===== config.mk =====
export PLATFORM = sky130hd
export DESIGN_NAME = display_select
export DESIGN_NICKNAME = d
export VERILOG_FILES = /design/src/rtl/display_select.sv
export SDC_FILE = /design/constraint.sdc
export NUM_CORES = 1
export LEC_CHECK = 0
export ABC_AREA = 1
export CORE_UTILIZATION = 40
export DETAILED_ROUTE_END_ITERATION = 6
export PLACE_DENSITY_LB_ADDON = 0.2
export SYNTH_ARGS = -nofsm -noshare
export SYNTH_HDL_FRONTEND = slang
export SYNTH_SLANG_ARGS = --single-unit

===== constraint.sdc =====
create_clock -name Clk -period 5.1 [get_ports Clk]
set_input_delay 1.02 -clock Clk [delete_from_list [all_inputs] [get_ports Clk]]
set_output_delay 1.02 -clock Clk [all_outputs]
set_load 0.01 [all_outputs]

===== src/rtl/display_select.sv =====
// Front-panel output stage: LED bar, N-source seven-segment readout stepped by a debounced
// Peek button, freeze-frame snapshot and a blinking done LED.
module display_select #(
  parameter int unsigned WIDTH           = 10,
  parameter int unsigned NSRC            = 2,
  parameter int unsigned DEBOUNCE_CYCLES = 4,
  parameter int unsigned BLINK_CYCLES    = 4
) (
  input  logic                                           Clk,
  input  logic                                           Resetn,
  input  logic [NSRC*WIDTH-1:0]                          Src,
  input  logic [1:0]                                     Time,
  input  logic                                           Peekb,
  input  logic                                           Freeze,
  input  logic                                           done,
  output logic [WIDTH-1:0]                               Led_B,
  output logic [((WIDTH+3)/4)*7-1:0]                     DHEX,
  output logic [6:0]                                     THEX,
  output logic [((NSRC > 1) ? $clog2(NSRC) : 1)-1:0]     Sel,
  output logic                                           Frozen,
  output logic                                           Led_D
);

  localparam int unsigned NDIG = (WIDTH + 3) / 4;
  localparam int unsigned SELW = (NSRC > 1) ? $clog2(NSRC) : 1;
  localparam int unsigned DBW  = $clog2(DEBOUNCE_CYCLES + 1);
  localparam int unsigned BLW  = (BLINK_CYCLES > 1) ? $clog2(BLINK_CYCLES) : 1;

  function automatic logic [6:0] seg7(input logic [3:0] n);
    case (n)
      4'h0:    return 7'b1000000;
      4'h1:    return 7'b1111001;
      4'h2:    return 7'b0100100;
      4'h3:    return 7'b0110000;
      4'h4:    return 7'b0011001;
      4'h5:    return 7'b0010010;
      4'h6:    return 7'b0000010;
      4'h7:    return 7'b1111000;
      4'h8:    return 7'b0000000;
      4'h9:    return 7'b0010000;
      4'hA:    return 7'b0001000;
      4'hB:    return 7'b0000011;
      4'hC:    return 7'b1000110;
      4'hD:    return 7'b0100001;
      4'hE:    return 7'b0000110;
      default: return 7'b0001110;
    endcase
  endfunction

  logic             sync_q, pb_s_q;
  logic             stable_q, stable_d;
  logic [DBW-1:0]   db_cnt_q, db_cnt_d;
  logic             press;
  logic [SELW-1:0]  sel_q, sel_d;
  logic             frozen_q, frozen_d;
  logic [WIDTH-1:0] snap_q, snap_d;
  logic [BLW-1:0]   blink_cnt_q, blink_cnt_d;
  logic             phase_q, phase_d;
  logic [WIDTH-1:0] live, disp;
  logic [NDIG*4-1:0] padded;

  // Debounce: count consecutive cycles disagreeing with the accepted level.
  always_comb begin
    stable_d = stable_q;
    db_cnt_d = '0;
    press    = 1'b0;
    if (pb_s_q != stable_q) begin
      if (db_cnt_q == DBW'(DEBOUNCE_CYCLES - 1)) begin
        stable_d = pb_s_q;
        press    = ~pb_s_q;
      end else begin
        db_cnt_d = db_cnt_q + DBW'(1);
      end
    end
  end

  always_comb begin
    sel_d = sel_q;
    if (press) begin
      sel_d = (sel_q == SELW'(NSRC - 1)) ? '0 : sel_q + SELW'(1);
    end
  end

  assign live = Src[32'(sel_q) * WIDTH +: WIDTH];

  // Capture uses the pre-increment selection, even on a simultaneous press.
  always_comb begin
    snap_d   = snap_q;
    frozen_d = frozen_q;
    if (Freeze && !frozen_q) begin
      snap_d   = live;
      frozen_d = 1'b1;
    end else if (!Freeze) begin
      frozen_d = 1'b0;
    end
  end

  always_comb begin
    blink_cnt_d = '0;
    phase_d     = 1'b0;
    if (done) begin
      phase_d = phase_q;
      if (blink_cnt_q == BLW'(BLINK_CYCLES - 1)) begin
        phase_d = ~phase_q;
      end else begin
        blink_cnt_d = blink_cnt_q + BLW'(1);
      end
    end
  end

  always_ff @(posedge Clk or negedge Resetn) begin
    if (!Resetn) begin
      sync_q      <= 1'b1;
      pb_s_q      <= 1'b1;
      stable_q    <= 1'b1;
      db_cnt_q    <= '0;
      sel_q       <= '0;
      frozen_q    <= 1'b0;
      snap_q      <= '0;
      blink_cnt_q <= '0;
      phase_q     <= 1'b0;
    end else begin
      sync_q      <= Peekb;
      pb_s_q      <= sync_q;
      stable_q    <= stable_d;
      db_cnt_q    <= db_cnt_d;
      sel_q       <= sel_d;
      frozen_q    <= frozen_d;
      snap_q      <= snap_d;
      blink_cnt_q <= blink_cnt_d;
      phase_q     <= phase_d;
    end
  end

  assign disp = frozen_q ? snap_q : live;

  always_comb begin
    padded            = '0;
    padded[WIDTH-1:0] = disp;
  end

  for (genvar d = 0; d < NDIG; d++) begin : g_digit
    assign DHEX[d*7 +: 7] = seg7(padded[d*4 +: 4]);
  end

  assign THEX   = seg7({2'b00, Time});
  assign Led_B  = Src[WIDTH-1:0];
  assign Sel    = sel_q;
  assign Frozen = frozen_q;
  assign Led_D  = done ? phase_q : 1'b1;

endmodule


; ---- Word level (Yosys, flattened, before mapping)
; Memory sizes are Yosys's and may differ from the RTL's.
; Index checks and enable logic that the tools add are counted.
[totals]
latch_bits = 0
word_cells = 45
output_inout_bits = 41
inputBits = 27
rom_bits = 336
mem_count = 3
ram_bits = 0
register_bits = 21
[memory_table]
columns = name, depth, word_bits, read_ports, rd_clocked_by_memory_dff, wr, line_no
row1 = (name not given), 16, 7, 1, 0, 0, 30  ; case (n)
row2 = (name not given), 16, 7, 1, 0, 0, 30
row3 = (name not given), 16, 7, 1, 0, 0, 30
[classes]
n_eq_ne = 8
n_bitwise = 2
n_mux = 14
n_reduce_logical = 4
shift = 1
div = 0
mul = 1
n_addsub = 3
order_cmp = 0
[ops]
columns = op, count
row1 = $pmux W7 S4, 1
row2 = $shiftx A20 B6 Y10, 1
row3 = $mux W10, 1
row4 = $mux W1, 8
row5 = $eq A2 B2 Y1 const B, 3
row6 = $mux W3, 2
row7 = $mul A1 B3 Y4 const B, 1
row8 = $mux W2, 2
row9 = $ne A2 B1 Y1 const B, 2
row10 = $add A3 B1 Y3 const B, 1
row11 = $eq A3 B2 Y1 const B, 1
row12 = $add A2 B1 Y2 const B, 1
row13 = $eq A2 B1 Y1 const B, 1
row14 = $logic_not A2 Y1, 1
row15 = $not A1 Y1, 2
row16 = $reduce_and A2 Y1, 1
row17 = $add A1 B1 Y1 const B, 1
row18 = $logic_and A1 B1 Y1, 1
row19 = $logic_not A1 Y1, 1
row20 = $ne A1 B1 Y1, 1

; ---- Depth between registers and ports, before layout
; An unclocked memory read counts as a cell.
[logic_depth]
ltp_word = 4
ltp_mapped = 11
depth_no_buf = 10

; ---- Least setup slack after synthesis
; OpenSTA, ideal clock, no wires.
[synth_timing]
path_type = input-to-output
start = input port Src[19]
end = output port DHEX[17]
slack_ns = 2.143
required_time_ns = 4.080
path_stages = 5
arrival_ns = 1.937
n_path_buf = 1
path_cell_list = nand2_1 > nand2_1 > o21ai_0 > and2_1 > buf_4
[synth_between]
elab_chain_len = 3
[synth_lines]
columns = element, line_no
row1 = from (decl), 11  ; input logic [NSRC*WIDTH-1:0] Src,
row2 = $shiftx A20 B6 Y10, 84  ; assign live = Src[32'(sel_q) * WIDTH +: WIDTH];
row3 = $mux W10, 135  ; assign disp = frozen_q ? snap_q : live;
row4 = $mem_v2 Z16 W7, --
row5 = to (decl), 17  ; output logic [((WIDTH+3)/4)*7-1:0] DHEX,
; No other way between the ends.

; ---- Worst setup path in the final report
[layout_timing]
start = input port Src[1]
end = output port DHEX[6]
; The elaborated chain is that of the path after synthesis.

==> qor.yml <==
status:
  outcome: "complete, no violations"
finish:
  utilization: 0.5765
  drive_above_1_share: 0.04180
  largest_register_ff_count: 10
  top_register: "snap_q"
  area_delta_synth_final_pct: 34.89
  multiInputGateArea_um2: 967.2
  regArea_um2: 529.3
  fillers: 386
  layout.cells.non_filler: 361
  nets: 353
  reg_top3: "snap_q (10), db_cnt_q (3), blink_cnt_q (2)"
  antennaDiodeCount: 0
setup_path:
  critPathMostFrequentCell: "nand2_1"
  cp_num_buf_inv: 3
  critical-path-slowest-cell: "clkdlybuf4s50_1"
  worstSetupPathType: "input port to primary output"
  cp_top_family: "buffers and inverters"
  r2r-start: "Frozen$_DFFE_PN0P_"
  required_ns: 4.08
  reg2regPathDepth: 2
  r2r-end: "snap_q[9]$_DFFE_PN0P_"
  critPathMaxFanout: 6
  max_stage_delay_ns: 0.53
  cp-start-kind: "input port"
  r2r_slack_ns: 3.26
  crit_chain: "clkdlybuf4s50_1, nand2_1, nand3_1, nand2_1, inv_1, ha_1, nand3_1, nand2_1, nand2_1, nand2_1, clkdlybuf4s50_1"
  cp-end-kind: "primary output"
  arrival_ns: 3.03
timing:
  rsz0062_at_grt: "false"
  slew_viol_final: 0
  tightest_slew_ns: 1.115
  setup_viol: 0
  post-route-period-util: 0.7942
  finalClockSkew_ns: 0.002022
  period_minus_slack_ns: 4.050
  tns_ns: 0
  relSlewSlack: 0.2541
  final-hold-violation-count: 0
  clock.fmax_ghz: 0.2469
  layout_setup_ws_ns: 1.050
synth:
  yosys.cell_types.count: 26
  yosys.area.top_type_share: 0.2579
  syn_area_mm2: 0.001747
  synth-async-reset-ratio: 1.000
  ys_seq_area_frac: 0.3030
  yosysWarningCount: 0
  synth_top_cell_by_area: "dfrtp_1"
  synth_edf_count: 0
  synth_commonest_cells: "nand2_1 (101), nand3_1 (35), inv_1 (24)"
  ys_ff_latch: 21
  avgSynthCellArea_um2: 6.591
  synth_cells: 265
  synthTopCellsByArea: "dfrtp_1 (26%), nand2_1 (22%), ha_1 (10%)"
  synthFlopType: "dfrtp_1"
  yosysMostFrequentCell: "nand2_1"
clock_tree:
  cts.htree.levels: 1
  clk_latency_ns: 0.26
  clock_path_buffers: 2
  clkSinkCount: 21
  post_cts_resized: 0
  cts_tree: "built"
  cts_buffers: 3
  path_clk_slew_ns: 0.07
  ctsHoldBuffers: 0
  root_buffer: "clkbuf_8"
  cts_setup_buffers: 0
place:
  pre_cts_slack_ns: 1.044
  dp.cells: 357
  gp_congestion: 0.8670
  hpwl_um: 2995
  io_buffer_count: 65
flow_run:
  drv_cap: 0
power_and_ir_drop:
  p_clk_frac: 0.119
  cellLeakagePower_nw: 1.190
  p_sw_frac: 0.4255
  comb_power_share: 0.615
  totalPowerFinal_w: 0.0009207
  power_frac_seq: 0.266
  ir_worst_vdd_uv: 327.2
  power_density_mw_per_mm2: 390.8
  power.switching_w: 0.0003917
  internal_power_w: 0.0005290
detailed_routing:
  routed-via-count: 1746
  wl_um: 3860
  wl_per_cell_um: 10.69
  viasPerCell: 4.837
  drt_first_pass_iters: 4
  drcViolationCount: 0
  detail_route.iter0.violations: 52
  final_antenna_net_count: 0
min_path:
  hp-start: "sync_q$_DFF_PN1_"
  min_path_cells: 0
  hp-class: "register to register"
  worstHoldEndpoint: "pb_s_q$_DFF_PN1_"
grt:
  antenna_found_initial: 0
  track_usage: 0.1868
  grt_overflow: 0
  grt_pass1_wl_um: 6658
  grt_max_degree: 22
  first_global_vias: 1569
floorplanning:
  core-area_mm2: 0.004086
  fp-row-count: 23
  die_h_um: 68.08
  die-area_mm2: 0.004635
  fp.dieW_um: 68.08
  initial_core_util: 0.4274
  io-pin-count: 68
## metrics by stage
| stage | cell area (µm²) | hold WS (ns) |
|---|---|---|
| floorplan | 1750 | 0.3452 |
| global placement | 2311 | 0.3468 |
| detailed placement | 2311 | 0.3475 |
| CTS | 2356 | 0.3642 |
| global route | 2356 | 0.3644 |
| finish | 2356 | 0.3586 |
## worst reg2reg max path: stages, from the launching register on
cell	delay, ns
dfrtp_1	0.55
nor2_1	0.92
o21ai_0	0.21
## worst max path at each step
stage,depth (start not counted),endpoint,startpoint,slack [ns]
CTS,11,DHEX[6],Src[1],1.04
floorplan,5,DHEX[17],Src[19],2.14
global route,11,DHEX[3],Src[1],0.80
detailed placement,11,DHEX[6],Src[1],1.04
global placement,11,DHEX[6],Src[1],1.07
finish,11,DHEX[6],Src[1],1.05
## cell type report
cell class	instances	area share
repair buffers	65	0.2762
flip-flops and latches	21	0.2246
inverters	27	0.04302
clock buffers	4	0.01912
well taps	50	0.02655
multi-input cells	194	0.4105
## placed cells by master, fill, tap and decap left out, drive strengths merged, types with 2 or more instances in the layout
master and n:
dfrtp 18, nand3 35, nor3 2, a31oi 4
nand3b 2, dfstp 3, ha 14, nand2 103
clkdlybuf4s50 65, clkbuf 4, conb 2, or2 4
o21ai 13, inv 27, nor2 11
## metal layers
metal,global-route usage,wire length [µm],share of wire
met5,0,0,0
met4,0.04427,37,0.0096
met3,0.04333,280,0.073
met2,0.3235,1858,0.48
met1,0.2317,1683,0.44
## logic make-up (layout without fill, tap and decap cells)
logic type | Yosys count | count (layout) | share of synthesized area
adders and majority gates | 14 | 14 | 0.1003
and+or+nand+nor | 158 | 158 | 0.3832
DFF | 21 | 21 | 0.3030
AOI/OAI and AO/OA | 18 | 18 | 0.05587
xor gates and xnor gates | 2 | 2 | 0.01003
buffers and inverters | 51 | 96 | 0.1454
other | 1 | 2 | 0.002147
## power groups by stage
stage          Combinational, W  Clock, W  Sequential (W)
6_report               0.000566  0.000109        0.000245
3_5_place_dp           0.000568         0        0.000249
5_1_grt                0.000644  0.000122        0.000251
3_3_place_gp           0.000564         0        0.000247
2_1_floorplan          0.000361         0        0.000233
4_1_cts                0.000569  0.000115        0.000246
Power figures use the tool's default switching activity.
